### src/rtl/hazard_ctrl.sv
// Pipeline hazard/stall controller: forwarding selects, load-use bubbles,
// branch flushes, memory-wait freezes, stall counter and sticky timeout.
module hazard_ctrl #(
    parameter int REG_W       = 5,
    parameter int CNT_W       = 16,
    parameter int MEM_TIMEOUT = 255
) (
    input  logic             clock,
    input  logic             resetn,
    input  logic [REG_W-1:0] id_rs,
    input  logic [REG_W-1:0] id_rt,
    input  logic             id_uses_rt,
    input  logic [REG_W-1:0] ex_rd,
    input  logic             ex_reg_write,
    input  logic             ex_mem_read,
    input  logic [REG_W-1:0] mem_rd,
    input  logic             mem_reg_write,
    input  logic             ex_branch_taken,
    input  logic             mem_busy,
    output logic             pc_write,
    output logic             ifid_write,
    output logic             ifid_flush,
    output logic             idex_write,
    output logic             idex_bubble,
    output logic             exmem_write,
    output logic [1:0]       fwd_a,
    output logic [1:0]       fwd_b,
    output logic [CNT_W-1:0] stall_count,
    output logic             mem_timeout
);

    localparam int WAIT_W = (MEM_TIMEOUT < 1) ? 1 : $clog2(MEM_TIMEOUT + 1);
    localparam logic [WAIT_W-1:0] WAIT_MAX = WAIT_W'(MEM_TIMEOUT);

    typedef enum logic [1:0] {
        RUN      = 2'd0,
        MEM_WAIT = 2'd1,
        ERROR    = 2'd2
    } state_t;

    state_t            state;
    logic [WAIT_W-1:0] wait_cnt;
    logic              load_use;

    // EX result wins over MEM result; a load in EX has no result yet.
    function automatic logic [1:0] fwd_sel(input logic [REG_W-1:0] src);
        if (ex_reg_write && !ex_mem_read && ex_rd != '0 && ex_rd == src)
            return 2'b01;
        else if (mem_reg_write && mem_rd != '0 && mem_rd == src)
            return 2'b10;
        else
            return 2'b00;
    endfunction

    assign load_use = ex_mem_read && (ex_rd != '0) &&
                      ((ex_rd == id_rs) || (id_uses_rt && (ex_rd == id_rt)));

    always_comb begin
        // NOTE: every output gets a default first so no path through the
        // decision tree leaves it unassigned, which would infer a latch.
        pc_write    = 1'b0;
        ifid_write  = 1'b0;
        ifid_flush  = 1'b0;
        idex_write  = 1'b0;
        idex_bubble = 1'b0;
        exmem_write = 1'b0;
        fwd_a       = 2'b00;
        fwd_b       = 2'b00;
        if (state != ERROR) begin
            fwd_a = fwd_sel(id_rs);
            fwd_b = fwd_sel(id_rt);
            if (!mem_busy) begin
                exmem_write = 1'b1;
                idex_write  = 1'b1;
                if (ex_branch_taken) begin
                    pc_write    = 1'b1;
                    ifid_write  = 1'b1;
                    ifid_flush  = 1'b1;
                    idex_bubble = 1'b1;
                end else if (load_use) begin
                    idex_bubble = 1'b1;
                end else begin
                    pc_write    = 1'b1;
                    ifid_write  = 1'b1;
                end
            end
        end
    end

    always_ff @(posedge clock or negedge resetn) begin
        if (!resetn) begin
            state       <= RUN;
            wait_cnt    <= '0;
            stall_count <= '0;
            mem_timeout <= 1'b0;
        end else begin
            // NOTE: non-blocking assignments so every flop samples the
            // pre-edge values regardless of statement order.
            if (!pc_write && stall_count != {CNT_W{1'b1}})
                stall_count <= stall_count + CNT_W'(1);
            case (state)
                RUN: begin
                    if (mem_busy) begin
                        state    <= MEM_WAIT;
                        wait_cnt <= WAIT_W'(1);
                    end
                end
                MEM_WAIT: begin
                    if (!mem_busy) begin
                        state    <= RUN;
                        wait_cnt <= '0;
                    end else if (wait_cnt == WAIT_MAX) begin
                        state       <= ERROR;
                        mem_timeout <= 1'b1;
                    end else begin
                        wait_cnt <= wait_cnt + WAIT_W'(1);
                    end
                end
                ERROR: begin
                    mem_timeout <= 1'b1;
                end
                default: begin
                    state    <= RUN;
                    wait_cnt <= '0;
                end
            endcase
        end
    end

endmodule

### config.mk
export PLATFORM = sky130hd
export DESIGN_NAME = hazard_ctrl
export DESIGN_NICKNAME = d
export VERILOG_FILES = /design/src/rtl/hazard_ctrl.sv
export SDC_FILE = /design/constraint.sdc
export NUM_CORES = 1
export LEC_CHECK = 0
export ABC_AREA = 1
export CORE_MARGIN = 2
export CORE_UTILIZATION = 42
export DETAILED_ROUTE_END_ITERATION = 8
export GPL_TIMING_DRIVEN = 0
export PLACE_DENSITY = 0.77
export REMOVE_ABC_BUFFERS = 1
export SYNTH_ARGS = -nofsm -noshare
export SYNTH_HDL_FRONTEND = slang
export SYNTH_SLANG_ARGS = --single-unit
### constraint.sdc
create_clock -name clock -period 3.81 [get_ports clock]
set_clock_uncertainty 0.2 [all_clocks]
set_input_delay 0.381 -clock clock [delete_from_list [all_inputs] [get_ports clock]]
set_output_delay 0.381 -clock clock [all_outputs]
set_load 0.005 [all_outputs]
# --- Word level (Yosys, flattened, before mapping) ---
# Index checks and enable logic that the tools add are counted.
# Widths: inputs -> output; s select.
word_totals:
  ram_bits: 0
  output_inout_bits: 27
  memories: 0
  rom_bits: 0
  reg_bits: 27
  latch_bits: 0
classes:
  eq_ne: 14
  n_mul: 0
  order_cmp: 0
  bitwise_logic: 1
  mux: 30
  add_sub_neg: 2
  div_mod_pow: 0
  reduce_logical: 21
  shift: 0
op_table:
  columns: ["cell", "n"]
  rows:
  - ["$mux 8", 3]
  - ["$pmux 8 s3", 1]
  - ["$eq 5x5->1", 4]
  - ["$mux 2", 9]
  - ["$add 16x1->16 const B", 1]
  - ["$ne 16x16->1 const B", 1]
  - ["$mux 1", 15]
  - ["$logic_and 1x1->1", 11]
  - ["$reduce_bool 5->1", 2]
  - ["$reduce_and 3->1", 3]
  - ["$add 8x1->8 const B", 1]
  - ["$eq 8x8->1 const B", 1]
  - ["$ne 2x2->1 const B", 4]
  - ["$ne 3x3->1 const B", 2]
  - ["$pmux 2 s3", 1]
  - ["$eq 2x1->1 const B", 1]
  - ["$eq 2x2->1 const B", 1]
  - ["$logic_not 1->1", 2]
  - ["$logic_not 2->1", 1]
  - ["$pmux 1 s2", 1]
  - ["$reduce_bool 2->1", 1]
  - ["$logic_or 1x1->1", 1]
  - ["$not 1->1", 1]

# --- Depth between registers and ports, before layout ---
logic_depth:
  depth_word: 10
  mapped_depth: 12
  depth_no_buf: 11

# --- Least setup slack after synthesis ---
# Ideal clock, no wire load.
synth_path:
  kind: "input to output"
  start: "in ex_rd[1]"
  end: "out pc_write"
  path_buffers: 2
  t_arrival_ns: 1.388
  slack_ns: 1.841
  stages: 10
  path_cell_list: "inv_1 -> nand2_1 -> a21oi_1 -> nand3_1 -> nand2_1 -> nand2_2 -> nand2_4 -> buf_2 -> nand2_1 -> buf_4"
synth_via:
  elab_chain_cells: 8
synth_lines:
  columns: ["element", "line_no", "source"]
  rows:
  - ["start: declaration", "13", "input logic [REG_W-1:0] ex_rd,"]
  - ["$eq 5x5->1", "56", "((ex_rd == id_rs) || (id_uses_rt && (ex_rd == id_rt)));"]
  - ["$logic_and 1x1->1", "56", null]
  - ["$logic_or 1x1->1", "56", null]
  - ["$logic_and 1x1->1 *", "55", "assign load_use = ex_mem_read && (ex_rd != '0) &&"]
  - ["$mux 1 * (4 in series)", null, null]
  - ["end: declaration", "20", "output logic pc_write,"]
# Mark *: on every way between the ends. The rest lies on a longest branch, timed or not.

# --- Final worst setup path ---
layout_path:
  start: "in ex_rd[0]"
  end: "out pc_write"
layout_via:
  elab_chain_cells: 8
layout_lines:
  columns: ["element", "line_no", "source"]
  rows:
  - ["$eq 5x5->1", "56", null]
  - ["$logic_and 1x1->1", "56", null]
  - ["$logic_or 1x1->1", "56", null]
  - ["$logic_and 1x1->1 *", "55", null]
  - ["$mux 1 *", "80", "end else if (load_use) begin"]
  - ["$mux 1 *", "75", "if (ex_branch_taken) begin"]
  - ["$mux 1 *", "72", "if (!mem_busy) begin"]
  - ["$mux 1 *", "69", "if (state != ERROR) begin"]
# Marks and branches as above.

==> key figures <==
Clocking
  • Clock buffer depth: 2
  • Number of setup buffers added after CTS: 0
  • Clock Sinks: 27
  • CTS HTree Levels: 1
  • Cts bufs inserted: 3
  • Worst skew pair latency: 280 ps
  • CTS tree: done
  • Clock-pin slew on the worst setup and hold paths: 90 ps
  • Clock Tree Root: clkbuf_8

Yosys
  • Number of synthesized flops with an enable pin: 0
  • Top_reg_cell synth: dfrtp_1
  • Most common cell in the synthesized netlist: nand2_1
  • Post-synthesis sequential area ratio: 33.37%
  • Synth unique cells: 34
  • Synth Register Bits: 27
  • Commonest cells post-synth: nand2_1 (85), inv_1 (37), dfrtp_1 (27)
  • Async set or reset register ratio after synthesis: 100.0%
  • Post-Synthesis Cell Area: 2024 sq um
  • Yosys top cell by area: dfrtp_1
  • Cells after Synth: 285
  • Syn Area/Cell: 7.103 sq um
  • Synth top area cells: dfrtp_1 (33%), nand2_1 (16%), inv_1 (6.9%), nand4_1 (6.2%), xor2_1 (5.6%)
  • Yosys warns: 0
  • Synth top area share: 33.37%

STA
  • Unrepaired setup endpoints after global routing: false
  • Period minus WS final: 2921 ps
  • Setup ws final: 889.1 ps
  • Tightest Pin Transition: 601.2 ps
  • Hold Violations, Final: 0
  • Final setup vio count: 0
  • Final period util: 76.66%
  • Pins Over Slew Limit: 0
  • TNS Setup: 0 ps
  • Slew margin rel.: 59.92%
  • FMAX: 342.4 MHz

Routing
  • Drt wl/cell: 12.10 um
  • Iter 0 DRT Violations: 160
  • DRC violations left: 0
  • Wirelength, routed: 4744 um
  • Routed Antenna Nets: 0
  • Total number of vias: 2055
  • Via-to-Cell Ratio: 5.242
  • DR pass1 iterations: 5

GRT
  • First-pass GRT wire length: 8107 um
  • Total gr overflow: 0
  • Vias in the first global route: 1925
  • Largest net degree at the start of global routing: 28
  • Initial antenna violation count: 0
  • Overall Global Routing Usage: 18.77%

Placed design
  • Cells after DPL: 387
  • IO Port Bufs: 54
  • HPWL after DPL: 3650 um
  • Post-place setup slack: 917.2 ps
  • RePlAce Congestion: 0.8861

Min path
  • Hold crit path type: reg2reg
  • Min-delay src: mem_timeout
  • End of the worst hold path: mem_timeout
  • Hold depth: 1

Worst setup path
  • FF-to-FF setup slack: 1720 ps
  • Crit path arrival time: 2340 ps
  • Worst Path Max Fanout: 18
  • Reg2Reg Depth: 7
  • CP Launch Type: input port
  • CP Capture Type: output pin
  • FF-to-FF Start: stall_count[0]
  • Reg2reg end: stall_count[10]
  • Crit path kind: in2out
  • WP data required: 3230 ps

Floorplanning
  • FP Rows: 25
  • Die W: 73.43 um
  • Starting Density: 43.15%
  • Core ar.: 4692 sq um
  • I/O Pins: 55
  • Total Die Area: 5391 sq um
  • Die H: 73.43 um

Flow run
  • Max cap viols: 0

Finish
  • Number of diodes: 0
  • Fin cells: 392
  • Layout overhead on the synthesized area: 30.47%
  • Layout fillers: 429
  • Share of post-route cells with drive strength above 1: 5.917%
  • Final Net Count: 369

Power
  • Power Density: 204.8 nW/um^2
  • Peak VDD IR: 129.0 uV
  • Leak: 1.265 nW

Run status
  • Status: finished, final reports clean
==> how the worst max path moves through the flow <==
stage	cells past startpoint	slack [ps]	end	startpoint
after CTS	11	910	pc_write	ex_rd[0]
after floorplan	6	2070	idex_bubble	state[0]
final	11	890	pc_write	ex_rd[0]
after global routing	11	700	ifid_write	id_rs[0]
after detailed placement	11	920	pc_write	ex_rd[0]
after global placement	11	940	pc_write	ex_rd[0]
==> stage by stage <==
stage | instance area [sq um] | hold WS, ps | total power [W] | utilization, %
3_5_place_dp | 2591 | 268.0 | 0.0003764 | 55.23
2_1_floorplan | 1983 | -114.6 | 0.0003289 | -
3_3_place_gp | 2591 | 269.5 | 0.0003745 | 55.23
5_1_grt | 2641 | 304.8 | 0.0005579 | 56.29
6_report | 2641 | 282.0 | 0.0005411 | 56.29
4_1_cts | 2636 | 291.2 | 0.0005412 | 56.19
==> power breakdown <==
group          total (W)  switching [W]  internal (W)
Sequential      0.000291     0.00000224      0.000289
Combinational  0.0000790      0.0000383     0.0000407
Clock           0.000171      0.0000955     0.0000752
Total           0.000541       0.000136      0.000405
==> metal layers <==
layer	share of wire [%]	global-route usage, %	vias up
met5	0	0	-
met4	2.2	6.667	0
met3	5.3	1.783	9
met2	48	32.83	60
met1	44	24.06	951
li1	-	-	1035
==> critical path: stages <==
cell,delay (ps)
clkdlybuf4s50_1,500
inv_1,80
nand2_1,60
nand2_1,50
a21oi_1,180
nand3_1,160
nand2_1,110
nand2_2,70
nand2_4,190
nand2_1,100
clkdlybuf4s50_1,460
==> registers in the layout (all words and copies together), names as in the netlist <==
| name | flops |
|---|---|
| wait_cnt | 8 |
| state | 2 |
| mem_timeout | 1 |
| stall_count | 16 |
==> cell usage in the layout (no fill, tap or decap), drive strengths merged <==
cell type	n
nand2	88
clkdlybuf4s50	53
inv	39
nor2	29
dfrtp	27
nand4	21
nand3	18
xor2	13
xnor2	12
a21oi	8
nor3	8
clkbuf	4
o21ai	3
o22ai	2
o41ai	2
o221ai	2
ha	2
nand3b	1
o211ai	1
or2	1
o31ai	1
a32oi	1
dlygate4sd3	1
buf	1
==> kinds of logic (layout without fill, tap and decap cells) <==
| logic type | after synthesis | count (layout) | share of synthesized area [%] |
|---|---|---|---|
| XOR/XNOR | 25 | 25 | 10.82 |
| flip-flops | 27 | 27 | 33.37 |
| AND/OR/NAND/NOR | 166 | 166 | 38.88 |
| adder cells (fa/ha/maj) | 2 | 2 | 1.236 |
| buffers and inverters | 45 | 98 | 9.270 |
| AO/OA/AOI/OAI | 20 | 20 | 6.428 |
==> final cells by class <==
cell class              count  area (sq um)  area share [%]
repair buffers             55         545.5           20.65
inverters                  39         146.4           5.542
multi-input cells         213          1161           43.96
well taps                  54         67.56           2.558
flip-flops and latches     27         675.6           25.58
clock buffers               4         45.04           1.705
==> timing repair <==
action / 4_1_cts / 5_1_grt
gates resized for setup: 0 / 0
endpoints found under the hold margin: 0 / 27
hold buffers: 0 / 1
Note: power is estimated with default switching activity, not from simulation.
